[config.mk]
export PLATFORM = sky130hd
export DESIGN_NAME = text_rom_arbiter
export DESIGN_NICKNAME = d
export VERILOG_FILES = /design/src/rtl/vga_pkg.sv /design/src/rtl/text_rom_arbiter_rr_pick.sv /design/src/rtl/text_rom_arbiter.sv
export SDC_FILE = /design/constraint.sdc
export NUM_CORES = 1
export LEC_CHECK = 0
export ABC_AREA = 1
export BUFFER_PORTS_ARGS = -buffer_cell sky130_fd_sc_hd__buf_4
export CAP_MARGIN = 25
export CORE_MARGIN = 5
export CORE_UTILIZATION = 25
export DETAILED_ROUTE_END_ITERATION = 12
export PLACE_DENSITY = 0.48
export REMOVE_ABC_BUFFERS = 1
export SLEW_MARGIN = 5
export SYNTH_ARGS = -nofsm -noshare
export SYNTH_HDL_FRONTEND = slang
export SYNTH_SLANG_ARGS = --single-unit
[constraint.sdc]
create_clock -name clk -period 2.6 [get_ports clk]
set_input_delay 0.65 -clock clk [delete_from_list [all_inputs] [get_ports clk]]
set_output_delay 0.65 -clock clk [all_outputs]
set_load 0.05 [all_outputs]
[src/rtl/vga_pkg.sv]
// Shared constants for the VGA text path: arbiter defaults, char_xy/char_code
// widths and a few well-known character codes.
package vga_pkg;

    localparam int NREQ_DEFAULT    = 4;
    localparam int ROM_LAT_DEFAULT = 1;

    localparam int CHAR_XY_W   = 8;
    localparam int CHAR_CODE_W = 7;

    localparam logic [CHAR_CODE_W-1:0] CHAR_NUL   = 7'h00;
    localparam logic [CHAR_CODE_W-1:0] CHAR_SPACE = 7'h20;
    localparam logic [CHAR_CODE_W-1:0] CHAR_ZERO  = 7'h30;
    localparam logic [CHAR_CODE_W-1:0] CHAR_A     = 7'h41;

    // char_xy packs the text row in the upper nibble, the column in the lower.
    function automatic logic [3:0] char_row(input logic [CHAR_XY_W-1:0] xy);
        return xy[7:4];
    endfunction

    function automatic logic [3:0] char_col(input logic [CHAR_XY_W-1:0] xy);
        return xy[3:0];
    endfunction

endpackage

[src/rtl/text_rom_arbiter_rr_pick.sv]
// Combinational round-robin picker: scans req starting at ptr, wrapping at N-1,
// and returns the one-hot grant plus the winner index.
module rr_pick #(
    parameter int N  = 4,
    parameter int IW = 2
) (
    input  logic [N-1:0]  req,
    input  logic [IW-1:0] ptr,
    output logic [N-1:0]  gnt,
    output logic [IW-1:0] win,
    output logic          any
);

    always_comb begin
        gnt = '0;
        win = '0;
        any = 1'b0;
        for (int k = 0; k < N; k++) begin
            if (!any && req[(int'(ptr) + k) % N]) begin
                any = 1'b1;
                win = IW'((int'(ptr) + k) % N);
                gnt[(int'(ptr) + k) % N] = 1'b1;
            end
        end
    end

endmodule

[src/rtl/text_rom_arbiter.sv]
// Round-robin arbiter sharing one character-text ROM among NREQ requesters;
// the winner id rides a pipeline aligned with the ROM latency to route responses.
module text_rom_arbiter
    import vga_pkg::*;
#(
    parameter int NREQ    = NREQ_DEFAULT,
    parameter int ROM_LAT = ROM_LAT_DEFAULT
) (
    input  logic                     clk,
    input  logic                     rst,
    input  logic                     en,
    input  logic [NREQ-1:0]          req,
    input  logic [CHAR_XY_W*NREQ-1:0] addr,
    output logic [NREQ-1:0]          gnt,
    output logic [CHAR_XY_W-1:0]     rom_addr,
    input  logic [CHAR_CODE_W-1:0]   rom_data,
    output logic [NREQ-1:0]          rsp_valid,
    output logic [CHAR_CODE_W-1:0]   rsp_data
);

    localparam int IW = $clog2(NREQ);

    logic [IW-1:0]            ptr;
    logic [NREQ-1:0]          pick_gnt;
    logic [IW-1:0]            pick_win;
    logic                     pick_any;
    logic                     grant;
    logic [ROM_LAT:0]         pipe_v;
    logic [ROM_LAT:0][IW-1:0] pipe_id;

    rr_pick #(
        .N  (NREQ),
        .IW (IW)
    ) u_pick (
        .req (req),
        .ptr (ptr),
        .gnt (pick_gnt),
        .win (pick_win),
        .any (pick_any)
    );

    assign grant = pick_any & en & ~rst;
    assign gnt   = grant ? pick_gnt : '0;

    // Stage 0 lines up with rom_addr; stage ROM_LAT lines up with rom_data.
    always_ff @(posedge clk) begin
        if (rst) begin
            ptr       <= '0;
            rom_addr  <= '0;
            pipe_v    <= '0;
            pipe_id   <= '0;
            rsp_valid <= '0;
            rsp_data  <= '0;
        end else begin
            if (grant) begin
                ptr      <= (pick_win == IW'(NREQ - 1)) ? '0 : pick_win + 1'b1;
                rom_addr <= addr[int'(pick_win)*CHAR_XY_W +: CHAR_XY_W];
            end
            pipe_v[0]  <= grant;
            pipe_id[0] <= pick_win;
            for (int k = 1; k <= ROM_LAT; k++) begin
                pipe_v[k]  <= pipe_v[k-1];
                pipe_id[k] <= pipe_id[k-1];
            end
            rsp_valid <= pipe_v[ROM_LAT] ? (NREQ'(1) << pipe_id[ROM_LAT]) : '0;
            if (pipe_v[ROM_LAT]) begin
                rsp_data <= rom_data;
            end
        end
    end

endmodule

Yosys cells after proc, flatten, opt, wreduce, memory -nomap -nowiden
Index checks and enable logic that the tools add are counted.

Register bits after elaboration: 27. Input port bits: 46. Output and inout bits: 23. Word-level logic and storage cells: 79.

$add $sub $neg: 4. Magnitude comparators: 8. Equal/unequal tests: 1. Shift-type cells: 2. Multiplexer cells: 33. Bitwise gates (word level): 10. Reductions and logical operators: 14.

Operators with widths (number): indexed part select 32 x 6 -> 8 bit (1); 2-to-1 mux 4 bit (5); 2-to-1 mux 1 bit (15); < comparator 3 x 4 -> 1 bit (second input constant) (3); OR 4 bit (3); 2-to-1 mux 2 bit (5); >= comparator 3 x 1 -> 1 bit (second input constant) (3); binary-select mux 1 bit (select 2 bit) (4); demux 1 bit (select 2 bit) (4); OR reduction 2 bit (4); logical AND 1 bit (7); adder 2 x 1 -> 2 bit (second input constant) (2); adder 2 bit (second input constant) (2); << shifter 1 x 2 -> 4 bit (first input constant) (1); AND 1 bit (first input constant) (3); logical NOT 1 bit (3); < comparator 2 x 3 -> 1 bit (second input constant) (1); AND 1 bit (2); equality test 2 bit (second input constant) (1); >= comparator 2 x 1 -> 1 bit (second input constant) (1); NOT 1 bit (2).

Depth between registers and ports, before layout
Gate-level depths: netlist of run 1.

Word-level depth: 17. Gate-level depth with buffers: 16. Mapped depth without buffers: 15.

By module
Synthesis of run 1 repeated with hierarchy kept, for this count alone.

Cells, all modules: 280. Area total of the unflattened synthesis: 1767.9 um2.

Modules (own cells, without submodules): text_rom_arbiter (instances 1, cells each 206, area an instance 1327.5 um2, seq. area each 540.5 um2); rr_pick (instances 1, cells each 74, area an instance 440.4 um2, seq. area each 0.0 um2).

Least setup slack after synthesis of run 1
Ideal clock, no wire load.

Path type: register to output. From: register ptr[0]. To: output port gnt[1]. Data arrival time: 2.169 ns. Required time: 1.950 ns. Path slack: -0.219 ns. Stages on the path, launching flop included: 12. Path buffers: 1. Cells stage by stage: dfxtp_1 -> inv_4 -> ha_1 -> inv_1 -> nand3_1 -> nand2_1 -> nand4_1 -> nand2_1 -> nor2_1 -> buf_6 -> nand2_1 -> inv_1.

Word-level cells in the longest chain between the ends: 15. Elaborated cells between the ends (all ways): 60. Classes of those cells: add/sub (3); order compare (8); mux (28); bitwise (8); reduce/logical (13).

Ends and longest elaborated chain: from (decl) (RTL line text_rom_arbiter.sv:23) `logic [IW-1:0] ptr;`; from (signal assigned) (RTL line text_rom_arbiter.sv:56) `ptr <= (pick_win == IW'(NREQ - 1)) ? '0 : pick_win + 1'b1;`; branches (longest 14 deep; another with < comparator 3 x 4 -> 1 bit); 2-to-1 mux 4 bit (*) (RTL line text_rom_arbiter.sv:43) `assign gnt = grant ? pick_gnt : '0;`; to (decl) (RTL line text_rom_arbiter.sv:14) `output logic [NREQ-1:0] gnt,`.

Every way passes the cells marked *. The select of a mux whose other input is x is not followed.

Final worst setup path of run 1
Same ends and word-level chain as after synthesis.

==> metrics.md, run 1 <==
| Metric | Value |
|---|---|
| GP Congestion | `0.816` |
| Number of global-route vias before repair | `1,933` |
| Final Non-Filler Cells | `468` |
| Critical R2R Capture | `ptr[0]$_SDFFE_PP0P_` |
| Inserted Clock Buffers | `3` |
| Setup TNS | `0 ns` |
| DR iter-0 viols | `60` |
| Clock latency on the worst-skew pair | `0.28 ns` |
| Diode count | `0` |
| Compound-cell area share of the yosys netlist | `0.0753` |
| CP peak stage delay | `about 0.38 ns` |
| Final Cell Area | `between 2000 and 3000 um2` |
| Pin count of the biggest net entering global routing | `19` |
| Antenna-violating nets left | `0` |
| Sequential area share after synthesis | `0.286` |
| Post-synth top cells | `nand2_1 (54), inv_1 (53), nand3_1 (41), dfxtp_1 (27), nor2_1 (27)` |
| Clock share of power | `0.073` |
| Total number of yosys warnings | `0` |
| Crit. Startpoint | `ptr[0]$_SDFFE_PP0P_` |
| Setup slack, reg-to-reg | `0.38 ns` |
| Vias | `1,952` |
| Placed Area | `2570 um2` |
| Max Fanout on Critical Path | `4` |
| Post-synthesis mux area share | `0` |
| Adder-cell area share of the yosys netlist | `0.0595` |
| Clk_skew | `0.00524 ns` |
| CTS HTree Levels | `1` |
| Synth area leaders | `dfxtp_1 (29%), nand3_1 (11%), nand2_1 (11%)` |
| Die X | `roughly 97 um` |
| Crit Path Class | `register to primary output` |
| Leakage dissipation | `1.53 nW` |
| R2R cell count | `16` |
| R2R Path Start | `ptr[0]$_SDFFE_PP0P_` |
| Max-slew violation count | `0` |
| Fraction of registers with async set/reset | `0` |
| Min Tclk post-route | `2.56 ns` |
| Post-Synth XOR/XNOR Area | `0` |
| Arr. time, crit path | `1.91 ns` |
| Worst min-delay path class | `register to register` |
| Post-synth top area cell | `dfxtp_1` |
| Switching share of total power | `0.517` |
| Synth top area share | `0.286` |
| Fin nets | `425` |
| Mapped cell area | `1890 um2` |
| Setup violations, final | `0` |
| Max-Cap Viols | `0` |
| Power Density | `1220 nW/um2` |
| Hold-critical path depth | `2` |
| Worst hold start | `pipe_id[0]$_SDFF_PP0_` |
| Die height | `97.0 um` |
| Final wirelength | `5190 um` |
| Num Clock Sinks | `27` |
| Final Cycle Share | `0.985` |
| CP Capture Point | `gnt[1]` |
| Slew margin rel. | `0.642` |
| Post-DR vias/cell | `4.17` |
| Clock Path Buffers | `2` |
| Fmax | `390 MHz` |
| CTS tree | `yes` |
| Die area | `roughly 9400 um2` |
| # IOs | `69` |
| Synth Instances | `279` |
| Cell Int Power | `1.66 mW` |
| Ys flop type | `dfxtp_1` |
| IO buf count | `68` |
| Count leader, synth | `nand2_1` |
| Status | `finished clean` |
| EDFF count, synth | `0` |
| Clk slew on worst S/H paths | `0.09 ns` |
| Startpoint types | `register` |
| Mean Syn Cell Area | `6.79 um2` |
| Tot Pwr | `about 3.4 mW` |
| GR Util All Layers | `0.107` |
| Hold Vio Cnt, Final | `0` |
| Placed cell count | `455` |
| Root buf cell | `clkbuf_8` |
| Switching power total | `1.77 mW` |
| Area Growth Syn to Fin | `48.7%` |
| Antenna violations before repair | `0` |
| First-pass GRT wire length | `8650 um` |
| Comb pwr share | `0.755` |
| Core area | `7330 um2` |
| Row cnt | `31` |
| DR pass1 iterations | `3` |
| VDD IR max | `roughly 0.4 mV` |
| Netlist cell types | `28` |
| Worst-Margin Slew | `between 0.5 and 0.6 ns` |
| Drt wl/cell | `between 10 and 15 um` |
| Hold-fix buffers at CTS | `0` |
| DRC | `0` |
| Starting Density | `0.258` |
| CP Capture Type | `primary output` |
| RSZ-0062 raised after global routing | `yes` |
| Synthesized flop and latch total | `27` |
| Largest family of logic cells by synthesized area | `simple AND/OR/NAND/NOR gates` |
| Post-Synth Simple-Gate Area | `0.408` |
| Reg power frac | `0.172` |
| Crit path max-delay cell type | `dfxtp_4` |
| Required time worst endpoint | `1.95 ns` |
| Share of cells above drive strength 1 | `0.407` |
| Worst-path cell chain | `inv_4, ha_4, inv_4, nand3_1, nand2_2, buf_6, nor2_4, inv_2, o21ai_1, nand2_1, inv_1, buf_6` |
| Final HPWL DP | `3900 um` |
| Global route overflow | `0` |
## timing repair
action / 4_1_cts / 5_1_grt
endpoints found under the setup margin: 4 / 4
pin swaps: 8 / 8
buffers inserted: 4 / 5
gates resized for setup: 24 / 22
## stage by stage
step	worst slack, ns	util	hold slack (ns)
3_5_place_dp	0.0143	0.350	0.393
6_report	0.0388	0.384	0.407
2_1_floorplan	-0.582	-	0.388
4_1_cts	0.000472	0.370	0.400
3_3_place_gp	0.0292	0.350	0.393
5_1_grt	-0.0936	0.384	0.403
## critical path: cells and delay by family, from the launching register on
family	cells	cell delay [ns]
DFF	1	0.38
and+or+nand+nor	4	0.36
buffers and inverters	6	0.49
AOI/OAI and AO/OA	1	0.11
adders and majority gates	1	0.29
## placed cells by master (no fill, tap or decap), types with 2 or more instances in the layout
cell and count:
buf_8 3, o21ai_1 2, dfxtp_1 25, nor2_1 25
nand3_4 2, nand4_1 2, o21ai_2 4, nand3_1 41
buf_4 84, clkbuf_8 3, nand3_2 8, inv_2 6
buf_6 6, nand2_1 50, inv_4 3, ha_1 8
nand2_2 14, a21oi_1 5, a22oi_1 2, inv_1 47
o21ai_0 7, nand2_4 6, nor2_4 3
## worst min-delay path by stage
stage | endpoint | slack, ns
6_report | pipe_id[2]$_SDFF_PP0_ | 0.41
5_1_grt | pipe_v[1]$_SDFF_PP0_ | 0.40
4_1_cts | pipe_v[1]$_SDFF_PP0_ | 0.40
3_5_place_dp | pipe_v[1]$_SDFF_PP0_ | 0.39
3_3_place_gp | pipe_id[2]$_SDFF_PP0_ | 0.39
2_1_floorplan | pipe_id[2]$_SDFF_PP0_ | 0.39
## state kept, by name, indices dropped and copies added, names as in the netlist
| signal | cells |
|---|---|
| rsp_valid | 4 |
| rom_addr | 8 |
| pipe_id | 4 |
| ptr | 2 |
| rsp_data | 7 |
| pipe_v | 2 |
## cells by family after synthesis
group / Yosys count
AO/OA/AOI/OAI: 24
buffers and inverters: 65
AND/OR/NAND/NOR: 154
flip-flops: 27
adder cells (fa/ha/maj): 9
## power by group through the flow
stage	logic, mW	registers [mW]	clock network, mW
4_1_cts	2.49	0.589	0.262
5_1_grt	2.83	0.608	0.276
2_1_floorplan	1.29	0.868	0
3_3_place_gp	2.33	0.594	0
3_5_place_dp	2.35	0.597	0
6_report	2.59	0.590	0.249
## area by class of cell
cell class	instances	area, um2
Fill cell	805	4520
Multi-Input combinational cell	187	1100
Timing Repair Buffer	94	763
Sequential cell	27	546
Inverter	57	229
Tap cell	99	124
Clock buffer	3	41.3
Clock inverter	1	7.51
## per-layer routing
metal  vias to the layer above  routed length, um  track usage
li1                       1050                  -            -
met4                         0                 31       0.0151
met1                       851               2280        0.124
met5                         -                  0            0
met2                        47               2510        0.191
met3                         4                363       0.0417
No activity file was read; power rests on OpenSTA's default activity.
==> run 2: changes to the inputs <==
--- a/config.mk
+++ b/config.mk
@@ -11,7 +11,7 @@
 export CORE_MARGIN = 5
 export CORE_UTILIZATION = 25
 export DETAILED_ROUTE_END_ITERATION = 12
-export PLACE_DENSITY = 0.48
+export PLACE_DENSITY = 0.5
 export REMOVE_ABC_BUFFERS = 1
 export SLEW_MARGIN = 5
 export SYNTH_ARGS = -nofsm -noshare
==> run 2 against run 1 <==
Against the previous run:
- clock skew shrank 0.0024 ns
- sequential share of layout area is 0.22 points lower
- clock-buffer cell count is the same
- via count increased by 0.10%
- largest power group unchanged
- largest cell class unchanged
==> metrics.md, run 2 (synthesis results as in run 1) <==
| Metric | Value |
|---|---|
| Setup WS pre-CTS | `0.0167 ns (+0.00234 ns)` |
| Max-Cap Viols | `0 (unchanged)` |
| Worst-Margin Slew | `0.541 ns (+0.00489 ns)` |
| Worst-path cell chain | `inv_4, ha_4, inv_4, nand3_4, nand2_4, nand4_1, inv_1, a21oi_1, o21ai_1, nand2_1, inv_1, buf_6` |
| CP Capture Type | `primary output` |
| Startpoint types | `register` |
| Num Clock Sinks | `27 (unchanged)` |
| Number of global-route vias before repair | `1,938 (+0.26%)` |
| # IOs | `69 (unchanged)` |
| Inserted Clock Buffers | `3 (unchanged)` |
| Die X | `97.0 um (unchanged)` |
| VDD IR max | `0.571 mV (+46%)` |
| First-pass GRT wire length | `8670 um (+0.24%)` |
| Core area | `7330 um2 (unchanged)` |
| Placed cell count | `454 (-0.22%)` |
| Drt wl/cell | `10.8 um (-2.3%)` |
| Arr. time, crit path | `1.90 ns (about the same)` |
| CTS HTree Levels | `1 (unchanged)` |
| Final wirelength | `5070 um (-2.3%)` |
| Die height | `97.0 um (unchanged)` |
| R2R cell count | `17 (+1)` |
| R2R Path Start | `ptr[0]$_SDFFE_PP0P_` |
| Setup violations, final | `0 (unchanged)` |
| Final HPWL DP | `3880 um (-0.65%)` |
| Starting Density | `0.258 (unchanged)` |
| IO buf count | `68 (unchanged)` |
| GP Congestion | `0.782 (-4.1%)` |
| Diode count | `0 (unchanged)` |
| Slew margin rel. | `0.639 (-0.00327)` |
| Root buf cell | `clkbuf_8` |
| Min Tclk post-route | `2.55 ns (-0.0138 ns)` |
| Most common cell after layout, fill and taps aside | `buf_4` |
| Setup slack, reg-to-reg | `0.24 ns (-0.14 ns)` |
| Max-slew violation count | `0 (unchanged)` |
| Worst hold start | `pipe_id[1]$_SDFF_PP0_` |
| Fin nets | `425 (unchanged)` |
| Final Cycle Share | `0.980 (-0.00530)` |
| DR iter-0 viols | `41 (-32%)` |
| Antenna violations before repair | `0 (unchanged)` |
| Crit Path Class | `register to primary output` |
| Max Fanout on Critical Path | `5 (+1)` |
| Clk slew on worst S/H paths | `0.09 ns (about the same)` |
| Critical R2R Capture | `ptr[1]$_SDFFE_PP0P_` |
| Worst Slack Setup Final | `0.0525 ns (+0.0138 ns)` |
| Leakage dissipation | `1.53 nW (-0.49%)` |
| Clock latency on the worst-skew pair | `0.27 ns (about the same)` |
| Status | `finished clean` |
| Share of cells above drive strength 1 | `0.412 (+0.00542)` |
| Largest registers | `rom_addr (8), rsp_data (7)` |
| Most flops, register | `rom_addr` |
| Post-DR vias/cell | `4.18 (+0.10%)` |
| Die area | `9410 um2 (unchanged)` |
| Hold-critical path depth | `2 (unchanged)` |
| CP bufs+invs | `5 (-1)` |
| DRC | `0 (unchanged)` |
| Row cnt | `31 (unchanged)` |
| Power Density | `1230 nW/um2 (+1.0%)` |
| Worst min-delay path class | `register to register` |
| GR Util All Layers | `0.108 (+0.000481)` |
| Clk_skew | `0.00287 ns (-0.00237 ns)` |
| Hold-fix buffers at CTS | `0 (unchanged)` |
| Required time worst endpoint | `1.95 ns (about the same)` |
| Cell class contributing the biggest share of worst-path delay | `buffers and inverters` |
| Final Non-Filler Cells | `468 (unchanged)` |
| Hold Vio Cnt, Final | `0 (unchanged)` |
| Crit path max-delay cell type | `dfxtp_2` |
| Vias | `1,954 (+0.10%)` |
| Most frequent cells in the layout | `buf_4 (87), nand2_1 (50), inv_1 (48), nand3_1 (40)` |
| Area Growth Syn to Fin | `49.7%` |
| Global route overflow | `0 (unchanged)` |
| Antenna-violating nets left | `0 (unchanged)` |
| WHS | `0.413 ns (+0.00651 ns)` |
| Clock Path Buffers | `2 (unchanged)` |
| CP peak stage delay | `0.37 ns (about the same)` |
| Fmax | `393 MHz (+0.54%)` |
| Worst Hold End | `pipe_id[3]$_SDFF_PP0_` |
| Pin count of the biggest net entering global routing | `18 (-1)` |
| Fin util | `0.387 (+0.00256)` |
| FILL cells | `784 (-2.6%)` |
| Largest register FFs | `8 (unchanged)` |
| CTS tree | `yes` |
| DR pass1 iterations | `4 (+1)` |
| RSZ-0062 raised after global routing | `yes` |
## run 2: cell counts in the layout (fill, tap and decap cells not counted)
No cell type changed its count.
## run 2: power breakdown
part	total (mW)	leakage, nW	switching, mW	internal [mW]
Clock	0.244	0.0217	0.135	0.109
Combinational	2.65	1.28	1.60	1.05
Sequential	0.591	0.222	0.0617	0.530
Total	3.48	1.53	1.80	1.69
## run 2: tightest hold or removal path: stages (launching register included)
cell and delay [ns]:
dfxtp_1 0.31, inv_1 0.04, nor2_1 0.03
## run 2: area by class of cell
class,instances,area (um2),share of cell area
clock buffers,3,41.3,0.0146
clock inverters,1,7.51,0.00265
inverters,57,231,0.0817
multi-input cells,187,1150,0.405
flip-flops and latches,27,543,0.192
well taps,99,124,0.0437
repair buffers,94,739,0.261
## run 2: metrics by stage
stage / setup TNS (ns) / power (mW) / area, um2
3_3_place_gp: 0 / 2.86 / 2550
6_report: 0 / 3.48 / 2830
4_1_cts: -0.0154 / 3.29 / 2730
2_1_floorplan: -2.08 / 2.16 / 1790
5_1_grt: -0.315 / 3.79 / 2830
3_5_place_dp: 0 / 2.87 / 2550
## run 2: repair_timing
item | 4_1_cts | 5_1_grt
setup endpoints to repair | 4 | 12
resized for setup | 21 | 26
gates cloned | 0 | 0
setup buffers | 9 | 3
pin swaps | 7 | 10
## run 2: worst max-delay path by stage
stage	from	end	slack (ns)	cells past startpoint
3_5_place_dp	ptr[0]$_SDFFE_PP0P_	gnt[2]	0.02	12
6_report	ptr[0]$_SDFFE_PP0P_	gnt[1]	0.05	12
5_1_grt	ptr[0]$_SDFFE_PP0P_	gnt[2]	-0.1	12
3_3_place_gp	ptr[0]$_SDFFE_PP0P_	gnt[2]	0.03	12
2_1_floorplan	ptr[0]$_SDFFE_PP0P_	gnt[2]	-0.58	10
4_1_cts	ptr[0]$_SDFFE_PP0P_	gnt[2]	-0.02	14
## run 2: routing by layer
| layer | wire [um] | global-route usage | vias up |
|---|---|---|---|
| met5 | 0 | 0 | - |
| met4 | 29 | 0.0205 | 0 |
| met3 | 304 | 0.0309 | 2 |
| met2 | 2450 | 0.184 | 54 |
| met1 | 2280 | 0.136 | 852 |
| li1 | - | - | 1046 |
